## src/rtl/timer_pkg.sv

```systemverilog
// Shared types and default widths for the handshake timer.
package timer_pkg;

  localparam int TIMER_DWIDTH     = 8;
  localparam int TIMER_PRESCALE_W = 4;

  typedef enum logic [1:0] {
    IDLE  = 2'd0,
    ARMED = 2'd1,
    RUN   = 2'd2,
    DONE  = 2'd3
  } timer_state_e;

endpackage

```

## src/rtl/timer_prescaler.sv

```systemverilog
// Tick divider: counts 0..div while enabled and emits a one-cycle tick
// on the cycle the counter sits at div (period div+1 enabled cycles).
module timer_prescaler
  import timer_pkg::*;
#(
  parameter int PRESCALE_W = TIMER_PRESCALE_W
) (
  input  logic                  clk,
  input  logic                  rst,
  input  logic                  clr,
  input  logic                  en,
  input  logic [PRESCALE_W-1:0] div,
  output logic                  tick
);

  localparam logic [PRESCALE_W-1:0] PRE_ONE = 1;

  logic [PRESCALE_W-1:0] pre_cnt;

  // Tick is only meaningful while counting; it marks the wrap cycle.
  assign tick = en && (pre_cnt == div);

  // Prescaler counter: clear on reset or re-arm, wrap to 0 on tick.
  always_ff @(posedge clk) begin
    if (rst || clr) begin
      pre_cnt <= '0;
    end else if (en) begin
      pre_cnt <= tick ? '0 : pre_cnt + PRE_ONE;
    end
  end

endmodule

```

## src/rtl/handshake_timer.sv

```systemverilog
// Programmable down-counting timer for the enable/load/flag handshake.
// Counts prescaled ticks from a latched load value and raises flag on expiry,
// either sticky (one-shot) or as a one-cycle pulse with reload (periodic).
module handshake_timer
  import timer_pkg::*;
#(
  parameter int DWIDTH     = TIMER_DWIDTH,
  parameter int PRESCALE_W = TIMER_PRESCALE_W
) (
  input  logic                  clk,
  input  logic                  rst,
  input  logic                  enable,
  input  logic                  load,
  input  logic [DWIDTH-1:0]     load_val,
  input  logic [PRESCALE_W-1:0] prescale,
  input  logic                  auto_reload,
  output logic                  flag,
  output logic [DWIDTH-1:0]     count,
  output logic                  busy
);

  localparam logic [DWIDTH-1:0] CNT_ONE = 1;

  timer_state_e          state_q;
  timer_state_e          state_d;
  logic [DWIDTH-1:0]     load_val_q;
  logic [PRESCALE_W-1:0] prescale_q;
  logic                  auto_reload_q;
  logic [DWIDTH-1:0]     count_d;
  logic                  flag_d;
  logic                  busy_d;
  logic                  pre_en;
  logic                  tick;
  logic                  run_tick;
  logic                  expire;

  // The prescaler already advances on the ARMED->RUN edge, but only RUN ticks count.
  assign pre_en   = enable && ((state_q == ARMED) || (state_q == RUN));
  assign run_tick = tick && (state_q == RUN);
  // count==0 is treated like count==1 so a zero load expires on its first tick.
  assign expire   = (count <= CNT_ONE);

  timer_prescaler #(
    .PRESCALE_W(PRESCALE_W)
  ) u_prescaler (
    .clk  (clk),
    .rst  (rst),
    .clr  (load),
    .en   (pre_en),
    .div  (prescale_q),
    .tick (tick)
  );

  // State register.
  always_ff @(posedge clk) begin
    if (rst) begin
      state_q <= IDLE;
    end else begin
      state_q <= state_d;
    end
  end

  // Next-state logic; load re-arms from any state and beats tick/enable.
  always_comb begin
    state_d = state_q;
    if (load) begin
      state_d = ARMED;
    end else begin
      case (state_q)
        IDLE:    state_d = IDLE;
        ARMED:   if (enable) state_d = RUN;
        RUN:     if (run_tick && expire && !auto_reload_q) state_d = DONE;
        DONE:    state_d = DONE;
        default: state_d = IDLE;
      endcase
    end
  end

  // Next values of the registered outputs.
  always_comb begin
    count_d = count;
    flag_d  = 1'b0;
    if (load) begin
      count_d = load_val;
    end else begin
      case (state_q)
        IDLE: count_d = '0;
        RUN: begin
          if (run_tick) begin
            if (expire) begin
              count_d = auto_reload_q ? load_val_q : '0;
              flag_d  = 1'b1;
            end else begin
              count_d = count - CNT_ONE;
            end
          end
        end
        DONE: begin
          count_d = '0;
          flag_d  = 1'b1;
        end
        default: count_d = count;
      endcase
    end
    busy_d = (state_d == ARMED) || (state_d == RUN);
  end

  // Output and configuration registers.
  always_ff @(posedge clk) begin
    if (rst) begin
      count         <= '0;
      flag          <= 1'b0;
      busy          <= 1'b0;
      load_val_q    <= '0;
      prescale_q    <= '0;
      auto_reload_q <= 1'b0;
    end else begin
      count <= count_d;
      flag  <= flag_d;
      busy  <= busy_d;
      if (load) begin
        load_val_q    <= load_val;
        prescale_q    <= prescale;
        auto_reload_q <= auto_reload;
      end
    end
  end

endmodule
```

## config.mk

```make
export PLATFORM = sky130hd
export DESIGN_NAME = handshake_timer
export DESIGN_NICKNAME = d
export VERILOG_FILES = /design/src/rtl/timer_pkg.sv /design/src/rtl/timer_prescaler.sv /design/src/rtl/handshake_timer.sv
export SDC_FILE = /design/constraint.sdc
export NUM_CORES = 1
export LEC_CHECK = 0
export BUFFER_PORTS_ARGS = -buffer_cell sky130_fd_sc_hd__buf_2
export CAP_MARGIN = 20
export CORE_AREA = 2 2 83 85
export CTS_BUF_LIST = sky130_fd_sc_hd__clkbuf_4
export DETAILED_ROUTE_END_ITERATION = 8
export DIE_AREA = 0 0 85 87
export PLACE_DENSITY_LB_ADDON = 0.15
export SYNTH_ARGS = -nofsm -noshare
export SYNTH_HDL_FRONTEND = slang
export SYNTH_SLANG_ARGS = --single-unit
```

## constraint.sdc

```tcl
create_clock -name clk -period 2.55 [get_ports clk]
set_input_delay 0 -clock clk [delete_from_list [all_inputs] [get_ports clk]]
set_output_delay 0 -clock clk [all_outputs]
set_load 0.005 [all_outputs]
```

==> results of run 1 <==
cells in the mapped netlist (all sizes together) (4+ instances only):
library cell / count
nor3: 6
inv: 5
clkbuf: 7
a311oi: 9
o21ai: 5
and3: 5
a21oi: 9
dfxtp: 29
xnor2: 4
nor4: 4
xor2: 5
mux2i: 6
nand3: 4
nand2: 24
nor2: 24
ha: 8
worst max-delay path, delay by kind of cell (launching register included):
kind / cells / cell delay [ns]
compound gates: 1 / 0.09
fa+ha+maj: 1 / 0.25
buf+inv: 1 / 0.07
simple gates: 4 / 1.26
flops: 1 / 0.43
registers in the layout (all words and copies together) (netlist names):
name,cells
auto_reload_q,1
busy,1
count,8
flag,1
load_val_q,8
prescale_q,4
state_q,2
u_prescaler.pre_cnt,4
power groups by stage:
stage / combinational, mW / clock (mW) / sequential, mW
after floorplan: 0.131 / 0 / 0.507
after global placement: 0.178 / 0 / 0.514
after detailed placement: 0.177 / 0 / 0.514
after CTS: 0.192 / 0.289 / 0.504
after global routing: 0.216 / 0.307 / 0.508
final: 0.189 / 0.272 / 0.503
metrics by stage:
| stage | hold WS, ns | util (%) | instances |
|---|---|---|---|
| after CTS | 0.0925 | 29.7 | 307 |
| final | 0.0921 | 29.7 | 307 |
| after detailed placement | 0.244 | 27.0 | 287 |
| after floorplan | 0.147 | - | 186 |
| after global placement | 0.234 | 27.0 | 287 |
| after global routing | 0.0851 | 29.7 | 307 |
kinds of logic after synthesis:
group	share of synthesized area, %
simple gates	25.0
compound gates	17.3
flops	36.7
buf+inv	5.86
xor+xnor	4.99
fa+ha+maj	6.33
mux	3.80
worst min path at each step:
stage | startpoint | end | slack (ns) | cells past startpoint
after global placement | prescale[0] | prescale_q[0] | 0.23 | 3
after floorplan | load_val[6] | load_val_q[6] | 0.15 | 2
after detailed placement | prescale[3] | prescale_q[3] | 0.24 | 3
final | load | state_q[0] | 0.09 | 4
after global routing | load | state_q[0] | 0.09 | 4
after CTS | enable | u_prescaler.pre_cnt[1] | 0.09 | 4
cell type report:
| type | count | area share [%] |
|---|---|---|
| Timing Repair Buffer | 43 | 14.9 |
| Tap cell | 80 | 5.13 |
| Clock inverter | 1 | 0.193 |
| Multi-Input combinational cell | 142 | 46.5 |
| Sequential cell | 29 | 29.8 |
| Inverter | 6 | 1.16 |
| Clock buffer | 6 | 2.31 |
timing repair:
item / in CTS / in global routing
resized for setup: 0 / 0
hold endpoints to repair: 20 / 0
hold buffers: 13 / 0
per-layer routing:
layer | GRT usage, % | share of wire, % | vias to the layer above
met5 | 0 | 0 | -
met4 | 4.76 | 1.8 | 0
met3 | 2.84 | 3.9 | 5
met2 | 18.8 | 45 | 31
met1 | 15.2 | 50 | 650
li1 | - | - | 751
==> results.txt, run 1 <==
CP peak stage delay: 0.48 ns
P_int: 0.676 mW
Net Sw Frac: 29.8%
GRT Total Usage: 11.8%
Psw: 0.287 mW
slew margin rel.: 58.4%
Max-cap violations: 0
# DRC: 0
Final Cell Area: 0.00195 mm^2
GRT Residual Overflow: 0
share of cells above drive strength 1: 18.9%
power density over the cells: 494 mW/mm^2
worst setup path category: reg -> reg
first drt pass iteration count: 4
post-CTS setup buffer count: 0
Static Leak: 0.813 nW
FFs w/ async S/R, synth: 0%
Post-DRT Antenna Nets: 0
Pwr Total: 0.963 mW
root buf cell: clkbuf_4
CP cell instances: inv_1 -> ha_1 -> or2_2 -> and3_2 -> nor4b_1 -> or4_1 -> o211ai_1
Ports: 27
WL/cell: 12.9 um
Final #Nets: 252
sequential area share after synthesis: 36.7%
Die Span Y: 87 um
Crit path required time: 2.80 ns
CTS Buffer Depth: 2
synth top area cells: dfxtp_1 (37%), ha_1 (6.3%), nand2_1 (5.7%)
final setup TNS: 0 ns
most frequent cells in the layout: dfxtp_1 (29), buf_2 (26), nor2_1 (24), nand2_1 (24), dlygate4sd3_1 (13)
crit path from: count[0]
Filler cells: 707
worst hold path class: in -> reg
core area: 0.00657 mm^2
crit path max fanout: 14
Most used DFF post-synth: dfxtp_1
Via-to-Cell Ratio: 4.68
capture point of the worst path: busy
gp weighted congestion: 0.784
R2R Path End: busy
placed instance area: 0.00177 mm^2
status: completed
CTS clk-pin slew, worst paths: 0.09 ns
Least-Margin Pin Slew: 0.624 ns
final hold viol count: 0
Crit Reg-Reg Startpoint: count[0]
Crit-path slowest cell: or4_1
CP endpoint kind: register
Peak VDD IR: 0.000147 V
unrepaired setup endpoints after global routing: false
commonest non-fill, non-tap cell in the layout: dfxtp_1
Post-synth EDFFs: 0
initial DRC count: 37
post-synthesis cell type count: 46
routed wire length: 3.97 mm
Post-Syn Area: 0.00158 mm^2
row count: 30
Worst Skew: 0.00574 ns
storage element area: 581 um^2
routed via count: 1,437
R2R depth: 7
final worst path period need: 2.18 ns
CP arrival: 2.43 ns
cell taking the most area after synthesis: dfxtp_1
initial antenna violation count: 0
Final setup viols: 0
clock share of power: 28.2%
startpoint types: register
Slew Viols, Final: 0
vias in the first global route: 1,433
Mapped Nets: 211
clk sinks: 29
Yosys warning total: 0
sequential share of power: 52.2%
Mean Syn Cell Area: 8.50 um^2
htree depth: 2
buffers added on ports: 26
antenna cells: 0
Num CTS Buffers: 5
die width: 85 um
Initial Util: 24.1%
flop2flop setup slack: 0.37 ns
worst setup margin: 0.372 ns
share of the synthesized area in the top cell type: 36.7%
die area: 0.00740 mm^2
final HPWL from detailed placement: 2.76 mm
clock latency on the worst-skew pair: 0.32 ns
P&R area growth vs syn: 23.4%
Max Fclk: 459 MHz
Post-Syn Instances: 186
largest net degree at the start of global routing: 32
first-pass GRT wire length: 6.93 mm
Seq cells post-synth: 29
final period utilization: 85.4%
Place WS: 0.385 ns
Comb power frac: 19.6%
CTS tree: yes
area of the multi-input gates: 907 um^2
Power figures use the tool's default switching activity.
==> inputs of run 2 (changes only) <==
==> constraint.sdc (replaced) <==
create_clock -name clk -period 2.78 [get_ports clk]
set_input_delay 0 -clock clk [delete_from_list [all_inputs] [get_ports clk]]
set_output_delay 0 -clock clk [all_outputs]
set_load 0.005 [all_outputs]
==> results.txt, run 2 (synthesized netlist as in run 1, its figures left out) <==
routed via count: 1,435
CTS clk-pin slew, worst paths: 0.10 ns
clock latency on the worst-skew pair: 0.34 ns
hold_ws: 0.0872 ns
worst setup path category: reg -> reg
Slew Viols, Final: 0
sequential share of power: 52.9%
Placed Cells: 286
routed wire length: 3.98 mm
Ports: 27
post-CTS sizing: 0
Post-DRT Antenna Nets: 0
CTS Buffer Depth: 2
area of the multi-input gates: 907 um^2
R2R Path End: busy
R2R depth: 7
die area: 0.00740 mm^2
initial DRC count: 54
CP endpoint kind: register
root buf cell: clkbuf_4
final period utilization: 78.3%
final setup TNS: 0 ns
first drt pass iteration count: 4
CP arrival: 2.45 ns
final HPWL from detailed placement: 2.70 mm
Max-cap violations: 0
storage element area: 581 um^2
flop2flop setup slack: 0.60 ns
GRT Residual Overflow: 0
Num CTS Buffers: 5
clock share of power: 27.3%
gp weighted congestion: 0.779
WL/cell: 13.0 um
CTS tree: yes
Filler cells: 711
slew margin rel.: 58.3%
Max Fclk: 460 MHz
Net Sw Frac: 30.7%
Initial Util: 24.1%
status: completed
Via-to-Cell Ratio: 4.70
Die Span Y: 87 um
share of cells above drive strength 1: 18.7%
core area: 0.00657 mm^2
Final setup viols: 0
Pwr Total: 0.873 mW
capture point of the worst path: busy
GRT Total Usage: 11.6%
Final #Nets: 251
buffers added on ports: 26
startpoint types: register
first-pass GRT wire length: 6.62 mm
crit path max fanout: 14
crit path from: count[0]
antenna cells: 0
final hold viol count: 0
largest registers: count (8), load_val_q (8)
row count: 30
Crit Reg-Reg Startpoint: count[0]
worst hold path class: in -> reg
final std cells w/o fill: 305
final worst path period need: 2.18 ns
initial antenna violation count: 0
clk sinks: 29
commonest non-fill, non-tap cell in the layout: dfxtp_1
Static Leak: 0.806 nW
vias in the first global route: 1,407
Psw: 0.268 mW
Peak VDD IR: 0.000174 V
power density over the cells: 451 mW/mm^2
# DRC: 0
P_int: 0.605 mW
Worst Skew: 0.00724 ns
Crit path required time: 3.05 ns
most frequent cells in the layout: dfxtp_1 (29), buf_2 (26), nor2_1 (24), nand2_1 (24), dlygate4sd3_1 (13)
P&R area growth vs syn: 22.5%
die width: 85 um
htree depth: 2
unrepaired setup endpoints after global routing: false
Comb power frac: 19.8%
largest net degree at the start of global routing: 32
Least-Margin Pin Slew: 0.626 ns
==> run 2: cell types whose count changed in the layout (fill, tap and decap cells not counted) <==
| cell | delta |
|---|---|
| buf_4 | -1 |
| clkbuf_4 | -1 |
| clkinv_1 | -1 |
| clkinv_2 | +1 |
==> run 2: through the flow <==
stage / cell area [um^2] / util, % / worst slack, ns
floorplan: 1580 / - / 0.776
global placement: 1760 / 26.8 / 0.676
detailed placement: 1760 / 26.8 / 0.619
CTS: 1940 / 29.5 / 0.601
global route: 1940 / 29.5 / 0.475
finish: 1940 / 29.5 / 0.604
==> run 2: critical path: stages, from the launching register on <==
cell and delay, ns:
dfxtp_1 0.43, inv_1 0.07, ha_1 0.24, or2_2 0.32, and3_2 0.28, nor4b_1 0.19, or4_1 0.49, o211ai_1 0.09
==> run 2: how the worst min path moves through the flow <==
| stage | from | end | slack [ns] | depth (start not counted) |
|---|---|---|---|---|
| detailed placement | prescale[3] | prescale_q[3] | 0.24 | 3 |
| global route | load | state_q[0] | 0.11 | 3 |
| CTS | enable | u_prescaler.pre_cnt[1] | 0.09 | 4 |
| finish | enable | u_prescaler.pre_cnt[1] | 0.09 | 4 |
| global placement | prescale[0] | prescale_q[0] | 0.23 | 3 |
| floorplan | load_val[6] | load_val_q[6] | 0.15 | 2 |
==> run 2: per-layer routing <==
| layer | routed length (um) | global-route usage, % |
|---|---|---|
| met3 | 194 | 3.13 |
| met4 | 111 | 6.20 |
| met2 | 1700 | 18.3 |
| met5 | 0 | 0 |
| met1 | 1970 | 14.4 |
==> run 2: timing repair <==
action | 4_1_cts | 5_1_grt
setup buffers | 0 | 0
endpoints found under the setup margin | 0 | 0
endpoints found under the hold margin | 20 | 0
hold buffers | 13 | 0
==> run 2: layout make-up <==
| type | count | area share (%) |
|---|---|---|
| repair buffers | 42 | 14.6 |
| inverters | 6 | 1.16 |
| flip-flops and latches | 29 | 30.0 |
| clock buffers | 5 | 1.94 |
| well taps | 80 | 5.17 |
| multi-input cells | 142 | 46.9 |
| clock inverters | 1 | 0.259 |
==> run 2: power by group through the flow <==
| stage | Combinational, mW | Sequential [mW] | Clock (mW) |
|---|---|---|---|
| floorplan | 0.120 | 0.465 | 0 |
| global placement | 0.163 | 0.471 | 0 |
| detailed placement | 0.160 | 0.472 | 0 |
| CTS | 0.175 | 0.462 | 0.248 |
| global route | 0.197 | 0.466 | 0.263 |
| finish | 0.173 | 0.462 | 0.239 |
==> inputs of run 3 (changes only) <==
--- a/config.mk
+++ b/config.mk
@@ -5,6 +5,7 @@
 export SDC_FILE = /design/constraint.sdc
 export NUM_CORES = 1
 export LEC_CHECK = 0
+export ABC_AREA = 1
 export BUFFER_PORTS_ARGS = -buffer_cell sky130_fd_sc_hd__buf_2
 export CAP_MARGIN = 20
 export CORE_AREA = 2 2 83 85
==> constraint.sdc (replaced) <==
create_clock -name clk -period 2.22 [get_ports clk]
set_input_delay 0 -clock clk [delete_from_list [all_inputs] [get_ports clk]]
set_output_delay 0 -clock clk [all_outputs]
set_load 0.005 [all_outputs]
==> results.txt, run 3 <==
CP endpoint kind: register
clk sinks: 29
CTS clk-pin slew, worst paths: 0.11 ns
share of the synthesized area in the top cell type: 36.7%
CTS Hold Bufs: 15
Die Span Y: 87 um
buffers added on ports: 26
cell taking the most area after synthesis: dfxtp_1
antenna cells: 0
Mapped Nets: 251
Least-Margin Pin Slew: 0.495 ns
Slew Viols, Final: 0
Crit Reg-Reg Startpoint: state_q[0]
mux share of post-synthesis cell area: 0%
Buffers & Inverters on Critical Path: 3
Filler cells: 731
first drt pass iteration count: 4
synth top area cells: dfxtp_1 (37%), nand2_1 (11%), inv_1 (7.8%)
CP arrival: 2.24 ns
Post-Syn Area: 0.00158 mm^2
GRT Residual Overflow: 0
largest registers: count (8), load_val_q (8)
status: completed
Yosys warning total: 0
initial DRC count: 98
Num CTS Buffers: 5
vias in the first global route: 1,419
Synth Area in XOR/XNOR: 2.22%
Ports: 27
Final #Nets: 295
first-pass GRT wire length: 7.04 mm
Final Cell Area: 0.00200 mm^2
R2R depth: 11
WL/cell: 12.2 um
Final setup viols: 0
Most used DFF post-synth: dfxtp_1
final HPWL from detailed placement: 3.09 mm
Max Fclk: 499 MHz
Simple-Gate Fraction of Synth Area: 22.3%
P&R area growth vs syn: 26.3%
worst hold path class: in -> reg
crit path max fanout: 9
Pwr Total: 1.14 mW
final period utilization: 90.3%
routed wire length: 4.28 mm
hold_ws: 0.0204 ns
commonest non-fill, non-tap cell in the layout: nand2_1
most common cell in the netlist: nand2_1
R2R Path End: count[3]
FFs w/ async S/R, synth: 0%
synth cell count leaders: nand2_1 (47), inv_1 (33), dfxtp_1 (29)
placed instance area: 0.00180 mm^2
final std cells w/o fill: 351
core area: 0.00657 mm^2
Via-to-Cell Ratio: 4.46
Post-DRT Antenna Nets: 0
Post-Syn Instances: 226
worst setup path category: reg -> reg
kind of cell adding the most delay to the critical path: compound AO/OA/AOI/OAI gates
Static Leak: 0.924 nW
row count: 30
CP cell instances: inv_1 -> ha_1 -> nand2_2 -> a21oi_2 -> o21ai_2 -> nor2_4 -> inv_2 -> o21ai_4 -> inv_4 -> o21ai_1 -> a21oi_1
share of cells above drive strength 1: 16.6%
power density over the cells: 571 mW/mm^2
die width: 85 um
htree depth: 2
main combinational cell family by area after synthesis: simple AND/OR/NAND/NOR gates
final hold viol count: 0
CTS Buffer Depth: 2
CP peak stage delay: 0.37 ns
GRT Total Usage: 12.4%
Crit path required time: 2.46 ns
Worst Skew: 0.00990 ns
Post-synth EDFFs: 0
flop2flop setup slack: 0.21 ns
root buf cell: clkbuf_4
crit path from: state_q[0]
Post-Synth Adder-Cell Area: 6.33%
startpoint types: register
post-synthesis cell type count: 30
sequential area share after synthesis: 36.7%
most frequent cells in the layout: nand2_1 (47), inv_1 (33), dfxtp_1 (29), buf_2 (26), a21oi_1 (21)
Crit-path slowest cell: dfxtp_1
die area: 0.00740 mm^2
Levels on crit path: 11
initial antenna violation count: 0
CTS tree: yes
clock latency on the worst-skew pair: 0.34 ns
Peak VDD IR: 0.000224 V
post-CTS sizing: 0
capture point of the worst path: count[3]
slew margin rel.: 67.0%
Mean Syn Cell Area: 7.00 um^2
largest net degree at the start of global routing: 22
gp weighted congestion: 0.733
routed via count: 1,565
post-CTS setup buffer count: 0
# DRC: 0
final setup TNS: 0 ns
Placed Cells: 328
final worst path period need: 2.01 ns
Initial Util: 24.1%
Seq cells post-synth: 29
Max-cap violations: 0
unrepaired setup endpoints after global routing: false
Compound-Gate Fraction of Synth Area: 21.7%
## run 3: cell types whose count changed after synthesis, sizes merged, moves of 7 or more
cell	before	now
o21ai	5	24
nor2	24	17
a21oi	9	23
a311oi	9	0
inv	5	35
nand3	4	13
nand2	24	49
## run 3: final cells by class
class | count | area, um^2 | share of cell area (%)
timing repair buffer | 44 | 303 | 15.2
inverter | 35 | 134 | 6.70
clock inverter | 3 | 12.5 | 0.626
sequential | 29 | 581 | 29.1
clock buffer | 5 | 37.5 | 1.88
multi-input combinational | 155 | 831 | 41.6
tap | 80 | 100 | 5.01
## run 3: cell families (layout without fill, tap and decap cells)
logic type	after synthesis	in the layout
adder cells (fa/ha/maj)	8	8
AND/OR/NAND/NOR	84	84
AO/OA/AOI/OAI	59	59
XOR/XNOR	4	4
flip-flops	29	29
buffers and inverters	42	87
## run 3: report_power, final
| group | leakage (nW) | internal [mW] | switching (mW) |
|---|---|---|---|
| clock network | 0.0300 | 0.114 | 0.204 |
| registers | 0.239 | 0.549 | 0.0211 |
| logic | 0.655 | 0.102 | 0.150 |
| total | 0.924 | 0.766 | 0.375 |
## run 3: metal layers
| layer | GRT usage (%) | wire length [um] | vias to the layer above |
|---|---|---|---|
| met1 | 17.0 | 2070 | 699 |
| met5 | 0 | 0 | - |
| met4 | 4.76 | 72 | 0 |
| met2 | 18.6 | 1920 | 34 |
| met3 | 3.22 | 216 | 6 |
| li1 | - | - | 826 |
## run 3: worst min-delay path by stage
stage	startpoint	end	slack [ns]	depth (start not counted)
final	enable	u_prescaler.pre_cnt[1]	0.02	4
after global routing	enable	u_prescaler.pre_cnt[1]	0.02	4
after CTS	enable	u_prescaler.pre_cnt[1]	0.02	4
after detailed placement	prescale[1]	prescale_q[1]	0.24	3
after global placement	prescale[1]	prescale_q[1]	0.23	3
after floorplan	load_val[7]	load_val_q[7]	0.13	2
## run 3: metrics by stage
| step | util (%) | worst slack, ns |
|---|---|---|
| 3_5_place_dp | 27.4 | 0.211 |
| 3_3_place_gp | 27.4 | 0.298 |
| 2_1_floorplan | - | 0.452 |
| 4_1_cts | 30.4 | 0.192 |
| 5_1_grt | 30.4 | 0.0230 |
| 6_report | 30.4 | 0.215 |
## run 3: worst min-delay path: cells and delay by family
kind	cells	cell delay, ns
buffers and inverters	1	0.11
and+or+nand+nor	2	0.14
AOI/OAI and AO/OA	1	0.05
